File: src/rtl/mips_pkg.sv
// Shared definitions for the register-file writeback path.
//   DATA_W_DEF / ADDR_W_DEF : default data and register-address widths
//   REG_ZERO                : architectural $zero, never written
//   req_e                   : requester index encoding (p0 = ALU, p1 = load unit)
package mips_pkg;

  localparam int DATA_W_DEF = 32;
  localparam int ADDR_W_DEF = 5;
  localparam int REG_ZERO   = 0;

  typedef enum logic {
    REQ_P0 = 1'b0,
    REQ_P1 = 1'b1
  } req_e;

endpackage

File: src/rtl/rr_arbiter2.sv
// Two-way round-robin arbiter with its priority pointer.
//   clk, rst_n : clock, async active-low reset (pointer returns to p0)
//   en         : arbitration allowed this cycle
//   req0/req1  : requests from p0/p1
//   gnt0/gnt1  : one-hot (or zero) grants
// After any grant the pointer favours the side that did not win.
module rr_arbiter2
  import mips_pkg::*;
(
  input  logic clk,
  input  logic rst_n,
  input  logic en,
  input  logic req0,
  input  logic req1,
  output logic gnt0,
  output logic gnt1
);

  req_e ptr_q;

  always_comb begin
    // NOTE: every combinational output gets a default first so no path
    // through the block can leave it unassigned and infer a latch.
    gnt0 = 1'b0;
    gnt1 = 1'b0;
    if (en) begin
      gnt0 = req0 & (~req1 | (ptr_q == REQ_P0));
      gnt1 = req1 & (~req0 | (ptr_q == REQ_P1));
    end
  end

  always_ff @(posedge clk or negedge rst_n) begin
    if (!rst_n) begin
      ptr_q <= REQ_P0;
    end else if (gnt0) begin
      // NOTE: state registers use non-blocking assignment so every flop
      // samples pre-edge values regardless of statement order.
      ptr_q <= REQ_P1;
    end else if (gnt1) begin
      ptr_q <= REQ_P0;
    end
  end

endmodule

File: src/rtl/regfile_write_arbiter.sv
// Shares the register file's single write port between p0 (ALU) and p1
// (load unit) through a one-entry write stage, and bypasses the staged
// value onto both asynchronous read ports.
//   p0_*/p1_*        : valid/ready write requests (addr, data)
//   rf_hold          : freezes the write port; stage holds its contents
//   rf_we/waddr/wdata: to register file we3/A3/WD3
//   rd_addr1/2       : read addresses, rf_rd1/2 raw read data
//   rd_data1/2       : read data with the staged write forwarded
//   conflict_cnt     : saturating count of cycles with both requests valid
module regfile_write_arbiter
  import mips_pkg::*;
#(
  parameter int DATA_W = DATA_W_DEF,
  parameter int ADDR_W = ADDR_W_DEF,
  parameter int CNT_W  = 16
) (
  input  logic              clk,
  input  logic              rst_n,
  input  logic              p0_valid,
  output logic              p0_ready,
  input  logic [ADDR_W-1:0] p0_addr,
  input  logic [DATA_W-1:0] p0_data,
  input  logic              p1_valid,
  output logic              p1_ready,
  input  logic [ADDR_W-1:0] p1_addr,
  input  logic [DATA_W-1:0] p1_data,
  input  logic              rf_hold,
  output logic              rf_we,
  output logic [ADDR_W-1:0] rf_waddr,
  output logic [DATA_W-1:0] rf_wdata,
  input  logic [ADDR_W-1:0] rd_addr1,
  input  logic [ADDR_W-1:0] rd_addr2,
  input  logic [DATA_W-1:0] rf_rd1,
  input  logic [DATA_W-1:0] rf_rd2,
  output logic [DATA_W-1:0] rd_data1,
  output logic [DATA_W-1:0] rd_data2,
  output logic [CNT_W-1:0]  conflict_cnt
);

  localparam logic [ADDR_W-1:0] ZERO_ADDR = ADDR_W'(REG_ZERO);

  logic              stage_valid;
  logic [ADDR_W-1:0] stage_addr;
  logic [DATA_W-1:0] stage_data;
  logic [CNT_W-1:0]  cnt_q;

  logic              accept_ok;
  logic              drain;
  logic              gnt0;
  logic              gnt1;
  logic              load;
  logic [ADDR_W-1:0] g_addr;
  logic [DATA_W-1:0] g_data;

  // A draining stage frees its slot on the same edge, so it can be refilled.
  assign drain     = stage_valid & ~rf_hold;
  assign accept_ok = ~stage_valid | ~rf_hold;

  rr_arbiter2 u_arb (
    .clk   (clk),
    .rst_n (rst_n),
    .en    (accept_ok),
    .req0  (p0_valid),
    .req1  (p1_valid),
    .gnt0  (gnt0),
    .gnt1  (gnt1)
  );

  assign p0_ready = gnt0;
  assign p1_ready = gnt1;

  always_comb begin
    g_addr = p0_addr;
    g_data = p0_data;
    if (gnt1) begin
      g_addr = p1_addr;
      g_data = p1_data;
    end
  end

  // Grants to $zero are acknowledged but never staged.
  assign load = (gnt0 | gnt1) & (g_addr != ZERO_ADDR);

  always_ff @(posedge clk or negedge rst_n) begin
    if (!rst_n) begin
      // NOTE: the stage payload is reset too (not only the valid bit) because
      // it is visible on rf_waddr/rf_wdata; this is one register, not an array.
      stage_valid <= 1'b0;
      stage_addr  <= '0;
      stage_data  <= '0;
    end else if (load) begin
      stage_valid <= 1'b1;
      stage_addr  <= g_addr;
      stage_data  <= g_data;
    end else if (drain) begin
      stage_valid <= 1'b0;
    end
  end

  always_ff @(posedge clk or negedge rst_n) begin
    if (!rst_n) begin
      cnt_q <= '0;
    end else if (p0_valid & p1_valid & (cnt_q != '1)) begin
      cnt_q <= cnt_q + CNT_W'(1);
    end
  end

  assign conflict_cnt = cnt_q;

  assign rf_we    = stage_valid & ~rf_hold;
  assign rf_waddr = stage_addr;
  assign rf_wdata = stage_data;

  // Forward the staged write so readers never see the stale register value,
  // including while the port is frozen.
  function automatic logic [DATA_W-1:0] bypass(input logic [ADDR_W-1:0] ra,
                                               input logic [DATA_W-1:0] raw);
    if (ra == ZERO_ADDR)                          return '0;
    else if (stage_valid && (stage_addr == ra))   return stage_data;
    else                                          return raw;
  endfunction

  assign rd_data1 = bypass(rd_addr1, rf_rd1);
  assign rd_data2 = bypass(rd_addr2, rf_rd2);

endmodule

File: config.mk
export PLATFORM = sky130hd
export DESIGN_NAME = regfile_write_arbiter
export DESIGN_NICKNAME = d
export VERILOG_FILES = /design/src/rtl/mips_pkg.sv /design/src/rtl/rr_arbiter2.sv /design/src/rtl/regfile_write_arbiter.sv
export SDC_FILE = /design/constraint.sdc
export NUM_CORES = 1
export LEC_CHECK = 0
export CELL_PAD_IN_SITES_DETAIL_PLACEMENT = 1
export CELL_PAD_IN_SITES_GLOBAL_PLACEMENT = 1
export CORE_MARGIN = 2
export CORE_UTILIZATION = 30
export CTS_CLUSTER_DIAMETER = 200
export DETAILED_ROUTE_END_ITERATION = 8
export DONT_BUFFER_PORTS = 1
export PLACE_DENSITY = 0.61
export RECOVER_POWER = 50
export SLEW_MARGIN = 20
export SYNTH_ARGS = -nofsm -noshare
export SYNTH_HDL_FRONTEND = slang
export SYNTH_SLANG_ARGS = --single-unit
File: constraint.sdc
create_clock -name clk -period 1.7 [get_ports clk]
set_input_delay 0.17 -clock clk [delete_from_list [all_inputs] [get_ports clk]]
set_output_delay 0.17 -clock clk [all_outputs]
set_load 0.01 [all_outputs]
Yosys cells after proc, flatten, opt, wreduce, memory -nomap -nowiden
Cells that the tools add are included.
- bits in registers: 55
- input port bits: 153
- output and inout port bits: 120
- $add $sub $neg: 1
- equal/unequal tests: 3
- muxes and demuxes: 12
- bitwise gates (word level): 15
- reductions and logical operators: 7
- operators with widths (operator ; number):
    $mux W32 ; 5
    $add A16 B1 Y16 const B ; 1
    $ne A16 B16 Y1 const B ; 1
    $eq A5 B5 Y1 ; 2
    $logic_not A5 Y1 ; 2
    $and A1 B1 Y1 ; 6
    $mux W1 ; 6
    $mux W5 ; 1
    $not A1 Y1 ; 5
    $reduce_bool A5 Y1 ; 1
    $or A1 B1 Y1 ; 4
    $reduce_bool A2 Y1 ; 2
    $logic_and A1 B1 Y1 ; 2

Depth between registers and ports, before layout
- depth after elaboration: 8
- mapped depth: 6
- depth with buffers taken out: 5

Hierarchy
A second synthesis with hierarchy kept.
- cells, all modules: 457
- area, all modules: 4045.1 sq um
- by module, submodules not included (module ; instances ; cells an instance ; area each (sq um) ; seq. area each (sq um)):
    regfile_write_arbiter ; 1 ; 449 ; 3983.8 ; 1351.3
    rr_arbiter2 ; 1 ; 8 ; 61.3 ; 25.0

Worst setup path after synthesis
Ideal clock, no wire load.
- path kind: register to output
- start: register stage_addr[2] (netlist: rf_waddr[2])
- end: output port rd_data2[10]
- arrival time: 1602 ps
- slack: -72 ps
- cell stages (with the launch flop): 6
- buffers on the path: 1
- cells stage by stage: dfrtp_1 -> xor2_1 -> nor4_2 -> clkbuf_1 -> nand4_1 -> o21ai_1
- word-level cells in the longest chain between the ends: 4
- RTL lines (element ; line ; RTL):
    start: declaration ; regfile_write_arbiter.sv:43 ; logic [ADDR_W-1:0] stage_addr;
    start signal: assignment ; regfile_write_arbiter.sv:93 ; stage_addr <= g_addr;
    $eq A5 B5 Y1 ; regfile_write_arbiter.sv:119 ; else if (stage_valid && (stage_addr == ra)) return stage_data;
    $logic_and A1 B1 Y1 ; regfile_write_arbiter.sv:119 ;
    $mux W32 ; regfile_write_arbiter.sv:119 ;
    $mux W32 ; regfile_write_arbiter.sv:118 ; if (ra == ZERO_ADDR) return '0;
    end: declaration ; regfile_write_arbiter.sv:36 ; output logic [DATA_W-1:0] rd_data2,
Every way passes these cells.

Worst setup path after layout
- start: register stage_addr[0] (netlist: rf_waddr[0])
- end: output port rd_data1[7]
- word-level cells in the longest chain between the ends: 4
- RTL lines (element ; line ; RTL):
    $eq A5 B5 Y1 ; regfile_write_arbiter.sv:119 ;
    $logic_and A1 B1 Y1 ; regfile_write_arbiter.sv:119 ;
    $mux W32 ; regfile_write_arbiter.sv:119 ;
    $mux W32 ; regfile_write_arbiter.sv:118 ;
    end: declaration ; regfile_write_arbiter.sv:35 ; output logic [DATA_W-1:0] rd_data1,
Every way passes these cells.

==> flow_metrics.py <==
metrics = {
    "global_route": {
        "grt_pass1_vias": 4125,
        "grt-ovfl-total": 0,
        "track_usage": 0.220,
        "grt_max_degree": 65,
        "antenna_found_initial": 0,
        "grt_pass1_wl_um": 24300,
    },
    "critical_path": {
        "path_common_cell": "buf_6",
        "slowest_stage": "dfrtp_1",
        "path_buf_inv": 3,
        "cp_max_fo": 8,
        "crit_required_ns": 1.53,
        "cp_top_family": "simple AND/OR/NAND/NOR gates",
        "worstSetupEndpointType": "primary output",
        "critical_path.max_stage_delay_ns": 0.42,
        "worstSetupPathType": "reg -> out",
        "crit_chain": "xor2_1 -> nor4_4 -> buf_6 -> buf_6 -> buf_16 -> nand4_1 -> o21ai_2",
        "crit_arrival_ns": 1.89,
        "start_kind": "register",
    },
    "yosys": {
        "synth-simple-area-share": 0.243,
        "ys_async_sr_fraction": 1.00,
        "synth_compound_area_frac": 0.283,
        "mappedNetlistArea_um2": 3930,
        "synth_fp_nets": 615,
        "synth_top_family_by_area": "compound AO/OA/AOI/OAI gates",
        "synth-main-ff-cell": "dfrtp_1",
        "synth.area.mux_share": 0.00827,
        "syn_avg_cell_area_um2": 8.53,
        "synth_seq_cells": 55,
        "ys_types": 45,
        "synth_edf_count": 0,
        "synth_cells": 461,
        "seq_area_frac_synth": 0.350,
        "ys_warn_count": 0,
        "synth_xor_area_frac": 0.0512,
        "synthAdderAreaFrac": 0.00318,
    },
    "pwr": {
        "ir_drop_uv": 416,
        "power_frac_seq": 0.395,
        "clkPwrFrac": 0.215,
        "p_leak_uw": 0.00198,
        "swShare": 0.402,
        "switchingPower_uw": 1990,
        "power_density_nw_per_um2": 974,
        "pwr-share-comb": 0.389,
        "p_int_uw": 2960,
    },
    "place": {
        "gp_congestion": 0.803,
        "io_buffers": 0,
        "post-dp-hpwl_um": 11200,
        "place_inst": 629,
        "place_ws_ns": -0.0335,
    },
    "cells_and_area": {
        "nets": 633,
        "finalCoreUtilization": 0.399,
        "drive_gt1_frac": 0.344,
        "num_antenna_cells": 0,
        "final_cells": 652,
        "n_fill_cell": 1443,
        "area_growth_pct": 29.0,
    },
    "timing": {
        "tightest_slew_ns": 0.795,
        "period_share": 1.21,
        "slew_viol_final": 0,
        "setup_viol": 64,
        "tns_ns": -20.80,
        "finClkSkew_ns": 0.00814,
        "rsz0062_at_grt": "yes",
        "relSlewSlack": 0.470,
        "whs_ns": 0.0370,
        "setup_ws_ns": -0.357,
        "fin_crit_ns": 2.06,
        "hold_viol": 0,
        "max_freq_mhz": 486,
    },
    "clock_tree": {
        "cts.reportedPaths.clkPinSlew_ns": 0.08,
        "clk_path_buf_depth": 2,
        "cts.sinks": 55,
        "cts_htree_levels": 2,
        "clk-insertion-delay-late_ns": 0.31,
        "clockRootBuffer": "clkbuf_16",
        "cts_tree": "yes",
        "cts_buffers": 5,
    },
    "route": {
        "viasPerCell": 6.12,
        "drt_wl_total_um": 16300,
        "drt_iter0_markers": 218,
        "avgRoutedWirePerCell_um": 25.0,
        "drc": 0,
        "first_pass_iters": 5,
        "via_count": 3993,
        "ant_nets": 0,
    },
    "outcome": {
        "outcome": "complete, but fails checks",
        "violations": "setup timing",
    },
    "floorplan": {
        "ios": 273,
        "die_h_um": 118,
        "die_w_um": 118,
        "die-area_um2": 14000,
        "core-area_um2": 12700,
        "placementRows": 41,
        "start_util": 0.309,
    },
    "min_path": {
        "hold_class": "in -> reg",
    },
    "flow_run": {
        "max_cap_violations": 0,
    },
}
==> cells in the mapped netlist (all sizes together) (2+ instances only) <==
master,count,area (um2)
nand2,73,274
nand4,70,438
o21ai,66,330
dfrtp,55,1380
o21a,35,263
o22a,35,333
clkbuf,28,105
xor2,17,149
buf,16,125
and2,6,37.5
xnor2,6,52.6
a211oi,4,35.0
nand3,4,20.0
nor3,4,31.3
nor4,4,37.5
o211ai,4,43.8
and3,3,18.8
and4,3,26.3
inv,3,11.3
nor2,3,11.3
a21boi,2,18.8
a21oi,2,10.0
mux2,2,22.5
nor2b,2,12.5
o2111ai,2,35.0
or4,2,22.5
==> worst paths after layout <==
path	start	end	slack, ns	cells after the start
setup / recovery	rf_waddr[0]	rd_data1[7]	-0.36	7
hold / removal	p0_addr[1]	rf_waddr[1]	0.04	2
setup reg to reg	stage_valid	rf_waddr[2]	0.11	5
hold reg to reg	u_arb.ptr_q	u_arb.ptr_q	0.55	2
max in group asynchronous	rst_n	rf_wdata[7]	0.66	2
min in group asynchronous	rst_n	rf_wdata[25]	0.53	2
==> power by group through the flow <==
stage	sequential [uW]	combinational, uW	clock (uW)
after CTS	1950	1850	1110
final	1950	1920	1060
after global placement	1970	1650	0
after global routing	1990	2090	1160
after detailed placement	1980	1690	0
after floorplan	1970	1060	0
==> final cells by class <==
class | count | area, um2 | area share
Tap cell | 172 | 215 | 0.0424
Sequential cell | 55 | 1380 | 0.271
Inverter | 3 | 11.3 | 0.00222
Timing Repair Buffer | 55 | 707 | 0.139
Clock buffer | 5 | 125 | 0.0247
Clock inverter | 3 | 20.0 | 0.00395
Multi-Input combinational cell | 359 | 2620 | 0.516
==> routing by layer <==
metal,share of wire,track usage,vias to the layer above
li1,-,-,1782
met1,0.41,0.272,1990
met2,0.49,0.370,205
met3,0.090,0.0656,16
met4,0.015,0.0625,0
met5,0,0,-
==> flip-flops by register name (all words and copies together), names as in the netlist <==
| name | count |
|---|---|
| rf_wdata | 32 |
| stage_valid | 1 |
| rf_waddr | 5 |
| conflict_cnt | 16 |
| u_arb.ptr_q | 1 |
==> cells in the final DEF, fill, tap and decap left out, types with 2 or more instances in the layout <==
| cell type | synthesis | layout |
|---|---|---|
| o21a_1 | 35 | 35 |
| nand2_2 | 0 | 3 |
| buf_16 | 0 | 2 |
| and2_1 | 6 | 4 |
| o21ai_2 | 0 | 62 |
| nand3_1 | 4 | 4 |
| buf_4 | 0 | 29 |
| or4_4 | 2 | 2 |
| nor4_4 | 0 | 2 |
| clkinvlp_4 | 0 | 2 |
| o21ai_4 | 0 | 2 |
| nor4_1 | 2 | 2 |
| nand4_1 | 70 | 70 |
| buf_6 | 4 | 5 |
| inv_1 | 3 | 3 |
| o22a_1 | 14 | 14 |
| o22a_2 | 21 | 21 |
| o211ai_1 | 3 | 3 |
| and2_4 | 0 | 2 |
| xnor2_1 | 6 | 6 |
| clkbuf_16 | 0 | 9 |
| and3_1 | 3 | 3 |
| mux2_1 | 2 | 2 |
| nor2b_1 | 2 | 2 |
| nand2_1 | 73 | 70 |
| nor3_1 | 3 | 3 |
| and4_1 | 3 | 3 |
| dfrtp_1 | 55 | 55 |
| a21oi_1 | 2 | 2 |
| a211oi_1 | 3 | 3 |
| xor2_1 | 17 | 16 |
| nor2_1 | 3 | 3 |
| o21ai_1 | 66 | 2 |
| buf_12 | 0 | 13 |
==> stage by stage <==
stage | area (um2) | total power [uW]
finish | 5070 | 4940
global route | 5070 | 5240
CTS | 4890 | 4910
detailed placement | 4490 | 3670
global placement | 4490 | 3620
floorplan | 4100 | 3020
==> kinds of logic (layout without fill, tap and decap cells) <==
family / after synthesis / after routing
AND/OR/NAND/NOR: 176 / 176
XOR/XNOR: 23 / 23
AO/OA/AOI/OAI: 156 / 156
adder cells (fa/ha/maj): 1 / 1
buffers and inverters: 47 / 66
flip-flops: 55 / 55
multiplexers: 3 / 3
==> timing repair <==
action                     in CTS  in global routing
gates resized for setup        34                 19
cloned                          2                  4
pin swaps                       3                  2
setup buffers                   4                  3
hold endpoints to repair       55                  0
setup endpoints to repair      64                 83
hold buffers                    2                  0
(Power assumes the default switching activity.)
